File: src/rtl/pacman_input_ctrl_if.sv
// Key/wall inputs and move-step outputs of the pacman input stage.
// The master side drives keys and walls; the slave side is the controller.
interface pacman_input_ctrl_if;
    logic [3:0] key_n;
    logic [3:0] wall;
    logic [2:0] dir_out;
    logic       step;
    logic       req_pend;

    modport master (
        output key_n, wall,
        input  dir_out, step, req_pend
    );
    modport slave (
        input  key_n, wall,
        output dir_out, step, req_pend
    );
endinterface

File: src/rtl/pacman_input_ctrl.sv
// Pacman input stage: key sync/debounce, turn-request buffer, tick-paced moves.
// Optional PAUSE_KEY_EN adds a pause_n key that toggles a paused flag.
module pacman_input_ctrl #(
    parameter int TICK_DIV     = 12500000,
    parameter int DEBOUNCE_CYC = 500000
) (
    input  logic               clock,
    input  logic               reset_n,
`ifdef PAUSE_KEY_EN
    input  logic               pause_n,
`endif
    pacman_input_ctrl_if.slave bus
);
    typedef enum logic {IDLE, MOVING} state_e;

    localparam logic [2:0] WAIT = 3'b100;
`ifdef PAUSE_KEY_EN
    localparam int NK = 5;
`else
    localparam int NK = 4;
`endif
    localparam int DW = (DEBOUNCE_CYC > 1) ? $clog2(DEBOUNCE_CYC) : 1;
    localparam int TW = $clog2(TICK_DIV);
    localparam logic [DW-1:0] DB_LAST   = DW'(DEBOUNCE_CYC - 1);
    localparam logic [TW-1:0] TICK_LAST = TW'(TICK_DIV - 1);

    logic [NK-1:0] raw, press;
    logic [NK-1:0] sync1_q, sync1_d, sync2_q, sync2_d;
    logic [NK-1:0] pressed_q, pressed_d;
    logic [DW-1:0] cnt_q [NK];
    logic [DW-1:0] cnt_d [NK];
    logic [TW-1:0] tick_q, tick_d;
    logic          step_q, step_d;
    logic          req_pend_q, req_pend_d;
    logic [1:0]    req_dir_q, req_dir_d;
    logic [2:0]    cur_q, cur_d;
    state_e        state_q, state_d;
    logic          run, decide;

`ifdef PAUSE_KEY_EN
    logic paused_q, paused_d;

    assign raw      = {pause_n, bus.key_n};
    assign paused_d = paused_q ^ press[4];
    assign run      = !paused_q;

    always_ff @(posedge clock) begin
        if (!reset_n) paused_q <= 1'b0;
        else          paused_q <= paused_d;
    end
`else
    assign raw = bus.key_n;
    assign run = 1'b1;
`endif

    // Synchronisers hold the inverted (active-high) level so reset means released.
    always_comb begin
        sync1_d   = ~raw;
        sync2_d   = sync1_q;
        pressed_d = pressed_q;
        for (int i = 0; i < NK; i++) begin
            cnt_d[i] = '0;
            if (sync2_q[i] != pressed_q[i]) begin
                if (cnt_q[i] == DB_LAST) pressed_d[i] = sync2_q[i];
                else                     cnt_d[i]     = cnt_q[i] + 1'b1;
            end
        end
        press = pressed_d & ~pressed_q;
    end

    always_comb begin
        decide     = run && (tick_q == TICK_LAST);
        tick_d     = tick_q;
        step_d     = decide;
        state_d    = state_q;
        cur_d      = cur_q;
        req_pend_d = req_pend_q;
        req_dir_d  = req_dir_q;
        if (run) tick_d = (tick_q == TICK_LAST) ? '0 : tick_q + 1'b1;
        if (decide) begin
            if (req_pend_q && !bus.wall[req_dir_q]) begin
                cur_d      = {1'b0, req_dir_q};
                req_pend_d = 1'b0;
                state_d    = MOVING;
            end else if (state_q == MOVING && bus.wall[cur_q[1:0]]) begin
                cur_d   = WAIT;
                state_d = IDLE;
            end
        end
        // A fresh press outranks consumption, so it waits for the next tick.
        if (press[0]) begin
            req_pend_d = 1'b1;
            req_dir_d  = 2'd0;
        end else if (press[1]) begin
            req_pend_d = 1'b1;
            req_dir_d  = 2'd1;
        end else if (press[2]) begin
            req_pend_d = 1'b1;
            req_dir_d  = 2'd2;
        end else if (press[3]) begin
            req_pend_d = 1'b1;
            req_dir_d  = 2'd3;
        end
    end

    always_ff @(posedge clock) begin
        if (!reset_n) begin
            sync1_q    <= '0;
            sync2_q    <= '0;
            pressed_q  <= '0;
            for (int i = 0; i < NK; i++) cnt_q[i] <= '0;
            tick_q     <= '0;
            step_q     <= 1'b0;
            req_pend_q <= 1'b0;
            req_dir_q  <= 2'd0;
            cur_q      <= WAIT;
            state_q    <= IDLE;
        end else begin
            sync1_q    <= sync1_d;
            sync2_q    <= sync2_d;
            pressed_q  <= pressed_d;
            for (int i = 0; i < NK; i++) cnt_q[i] <= cnt_d[i];
            tick_q     <= tick_d;
            step_q     <= step_d;
            req_pend_q <= req_pend_d;
            req_dir_q  <= req_dir_d;
            cur_q      <= cur_d;
            state_q    <= state_d;
        end
    end

    assign bus.dir_out  = cur_q;
    assign bus.step     = step_q;
    assign bus.req_pend = req_pend_q;
endmodule
File: src/flat_wrapper.sv
// flat-port wrapper written by rule: the top's interface ports become plain ports
module pacman_input_ctrl_flat 
#(
    parameter int TICK_DIV     = 12500000,
    parameter int DEBOUNCE_CYC = 500000
)
  (clock, reset_n, bus_key_n, bus_wall, bus_dir_out, bus_step, bus_req_pend);
  pacman_input_ctrl_if bus_i ();
  input  logic clock;
  input  logic reset_n;
  input wire logic [$bits(bus_i.key_n)-1:0] bus_key_n;
  input wire logic [$bits(bus_i.wall)-1:0] bus_wall;
  output wire logic [$bits(bus_i.dir_out)-1:0] bus_dir_out;
  output wire logic [$bits(bus_i.step)-1:0] bus_step;
  output wire logic [$bits(bus_i.req_pend)-1:0] bus_req_pend;
  assign bus_i.key_n = bus_key_n;
  assign bus_i.wall = bus_wall;
  assign bus_dir_out = bus_i.dir_out;
  assign bus_step = bus_i.step;
  assign bus_req_pend = bus_i.req_pend;
  pacman_input_ctrl #(.TICK_DIV(TICK_DIV), .DEBOUNCE_CYC(DEBOUNCE_CYC)) u_core (.clock(clock), .reset_n(reset_n), .bus(bus_i));
endmodule
File: config.mk
export PLATFORM = sky130hd
export DESIGN_NAME = pacman_input_ctrl_flat
export DESIGN_NICKNAME = d
export VERILOG_FILES = /design/src/rtl/pacman_input_ctrl_if.sv /design/src/rtl/pacman_input_ctrl.sv /design/src/flat_wrapper.sv
export SDC_FILE = /design/constraint.sdc
export NUM_CORES = 1
export LEC_CHECK = 0
export CORE_MARGIN = 5
export CORE_UTILIZATION = 61
export CTS_CLUSTER_SIZE = 16
export DETAILED_ROUTE_END_ITERATION = 8
export PLACE_DENSITY = 0.87
export REMOVE_ABC_BUFFERS = 1
export SLEW_MARGIN = 20
export SYNTH_ARGS = -nofsm -noshare
export SYNTH_HDL_FRONTEND = slang
export SYNTH_SLANG_ARGS = --single-unit
File: constraint.sdc
create_clock -name clock -period 2.1 [get_ports clock]
set_input_delay 0.21 -clock clock [delete_from_list [all_inputs] [get_ports clock]]
set_output_delay 0.21 -clock clock [all_outputs]
set_load 0.03 [all_outputs]
==> results.md <==
- Run status: complete, no violations
- Most used DFF post-synth: dfxtp_1
- Cts hold-fix bufs: 0
- Die ar.: between 10000 and 15000 µm²
- Slew @ Worst Pin: 0.6966 ns
- Final Critical Period: slightly below 2 ns
- Clock latency on the worst-skew pair: roughly 0.52 ns
- Arr. time, crit path: 2.33 ns
- Sink Count: 120
- Final worst-path cycle share: slightly above 90%
- Fmax: between 0.5 and 0.6 GHz
- Worst Hold Class: input port to register
- Yosys cell types: 47
- Port Buf Inserts: 14
- Synthesized flop and latch total: 120
- Router iterations before antenna repair: 4
- Synth warn: 0
- Crit path kind: register to register
- Die Y: between 100 and 150 µm
- Worst reg2reg path depth: 6
- Final setup viols: 0
- Flop pwr share: a little under half
- Clock Power Share: between 50 and 60%
- DR vias/cell: around 5.6
- Diodes inserted: 0
- DR WL/cell: roughly 14 µm
- Worst slack, placed: -0.1220 ns
- Largest delay share family, worst path: simple AND/OR/NAND/NOR gates
- Initial core utilization: a little over three fifths
- Final Max Tran Viols: 0
- Number of buffer and inverter stages on the critical path: 0
- Final Hold Viols: 0
- Final WL: 10.04 mm
- Largest net degree at the start of global routing: 20
- Site Rows: 33
- Fin worst setup slack: 0.1507 ns
- WP depth: 6
- Total grt overflow: 0
- Internal: about 3.9 mW
- CTS tree: done
- Vias in the first global route: slightly above 4000
- CP required: 2.48 ns
- Synth Instances: 576
- Synthesized area: around 5000 µm²
- Fraction of the yosys area taken by sequential cells: 46.97%
- Power per standard cell area: about 840 nW/µm²
- Hold Path Depth: 2
- Core Area: between 8000 and 9000 µm²
- TritonCTS Buffers: 17
- Crit Path Max Fanout: 7
- Logic pwr share: around 1.7%
- H-tree lvl count: 4
- Clock root buffer: clkbuf_8
- RSZ-0062 raised after global routing: no
- DRC: 0
- Slowest CP cell: or4_4
- Async set-or-reset flop fraction in the synthesized netlist: 0%
- DRT iter0 DRCs: between 150 and 200
- Crit end category: register
- Antenna Nets Post-Route: 0
- Worst vdd ir: 0.4921 mV
- CP Launch Type: register
- Via count: approximately 4100
- Total GRT Usage: 21.14%
- EDFF count, synth: 0
- Fin nets: between 600 and 700
- Placed cells: around 690
- Die width: 101.6 µm
- I/O pin count: 15
- Area grow syn2layout: 16.32%
- Global-route wire length before repair: 17.60 mm
- Net switching fraction of the power: 22.43%
- Initial antenna violation count: 0
- GPL Wtd Cong: ~0.8
- Finished Core Util: 72.77%
- Worst path max stage delay: around 0.64 ns
- Slew headroom: ~53%
- Leakage: just under 2 nW
- Final Non-Filler Cells: 724
- Clock Path Buffers: 2
- Max cap viols: 0
- Syn avg cell area: between 8 and 9 µm²
- Share of post-route cells with drive strength above 1: a little under a tenth
- Pwr Total: 5.022 mW
- Setup Skew: between 0.009 and 0.01 ns
- CP Cell Sequence: ha_1, and4_1, nand4_1, or4_4, nand2_1, a41oi_1
- Final HPWL DP: roughly 6.8 mm
- Clk slew on worst S/H paths: approximately 0.060 ns
- Net Switching: roughly 1.1 mW
## state kept, by name, indices dropped and copies added, names as in the netlist
| name | count |
|---|---|
| u_core.sync2_q | 4 |
| u_core.req_dir_q | 2 |
| u_core.bus.step | 1 |
| u_core.pressed_q | 4 |
| u_core.cnt_q | 76 |
| u_core.state_q | 1 |
| u_core.bus.dir_out | 3 |
| u_core.tick_q | 24 |
| u_core.bus.req_pend | 1 |
| u_core.sync1_q | 4 |
## worst paths after layout
check	endpoint	start	slack, ns
worst max register to register	u_core.bus.req_pend$_SDFFE_PN0P_	u_core.tick_q[0]$_SDFF_PP0_	0.15
worst min register to register	u_core.sync2_q[0]$_SDFF_PN0_	u_core.sync1_q[0]$_SDFF_PN0_	0.43
worst min-delay path	u_core.sync1_q[3]$_SDFF_PN0_	bus_key_n[3]	0.24
worst max-delay path	u_core.bus.req_pend$_SDFFE_PN0P_	u_core.tick_q[0]$_SDFF_PP0_	0.15
## worst register-to-register path, cell delays in order, from the launching register on
cell     delay, ns
dfxtp_1       0.35
ha_1          0.17
and4_1        0.24
nand4_1       0.20
or4_4         0.65
nand2_1       0.10
a41oi_1       0.12
## synthesized netlist by cell type (all sizes together) (4+ instances only)
library cell	n	area, µm²
dfxtp	120	2402
nor2	120	452.9
xnor2	45	394.1
xor2	43	376.6
nand3	39	200.2
nand2	33	123.9
nand4	25	156.4
inv	21	78.83
nor3	16	91.34
nor4	13	87.58
a21oi	10	50.05
and3	10	62.56
buf	9	53.80
or3	9	61.31
and4	8	70.07
o21ai	7	35.03
and2	6	37.54
clkbuf	5	18.77
ha	5	62.56
nor4b	5	43.79
or4	4	33.78
## kinds of logic (layout without fill, tap and decap cells)
logic type / count (synthesis) / count (layout) / share of synthesized area, %
flops: 120 / 120 / 46.97
fa+ha+maj: 5 / 5 / 1.223
xor+xnor: 88 / 88 / 15.07
simple gates: 299 / 299 / 29.35
mux: 4 / 4 / 1.272
compound gates: 25 / 25 / 3.156
buf+inv: 35 / 78 / 2.960
## cell type report
type,count,area (µm²)
Multi-Input combinational cell,421,2570
Clock inverter,15,130.1
Inverter,21,78.83
Sequential cell,120,2402
Clock buffer,17,414.1
Timing Repair Buffer,25,222.7
Tap cell,105,131.4
Fill cell,578,2226
## placed cells by master, fill, tap and decap left out, types with 4 or more instances in the layout
master           count
buf_4               11
a21oi_1             10
inv_1               21
nor4b_1              5
nand4_1             25
nor3_1              15
and4_1               8
clkdlybuf4s50_1     14
nor4_1              12
nand2_1             33
dfxtp_1            120
and2_1               6
nand3_1             38
and3_1              10
clkinv_2             4
clkinvlp_4           6
clkbuf_16           16
o21ai_0              6
nor2_1             119
ha_1                 5
xor2_1              43
xnor2_1             45
or3_1                8
## per-layer routing
metal / vias to the layer above / GRT usage [%] / wire [µm]
met5: - / 0 / 0
met4: 0 / 7.771 / 152
met3: 17 / 5.854 / 377
met2: 73 / 36.42 / 5023
met1: 1941 / 25.14 / 4490
li1: 2025 / - / -
## power groups by stage
stage / sequential, mW / combinational (mW) / clock (mW)
3_3_place_gp: 2.35 / 0.0795 / 0
3_5_place_dp: 2.35 / 0.0829 / 0
4_1_cts: 2.30 / 0.0841 / 2.66
6_report: 2.30 / 0.0839 / 2.64
5_1_grt: 2.30 / 0.0920 / 2.77
2_1_floorplan: 2.35 / 0.0382 / 0
## through the flow
step / TNS (ns) / instance area [µm²] / hold slack [ns]
after detailed placement: -0.3691 / 5401 / 0.4188
after floorplan: -10.74 / 5042 / 0.2767
after global placement: -0.05084 / 5401 / 0.4144
after global routing: 0 / 5949 / 0.2456
final: 0 / 5949 / 0.2448
after CTS: 0 / 5946 / 0.2292
## timing repair
action	CTS	global route
buffers inserted	0	0
gates resized for setup	0	1
endpoints found under the setup margin	0	3
hold endpoints to repair	0	0
No activity file was read; power rests on OpenSTA's default activity.
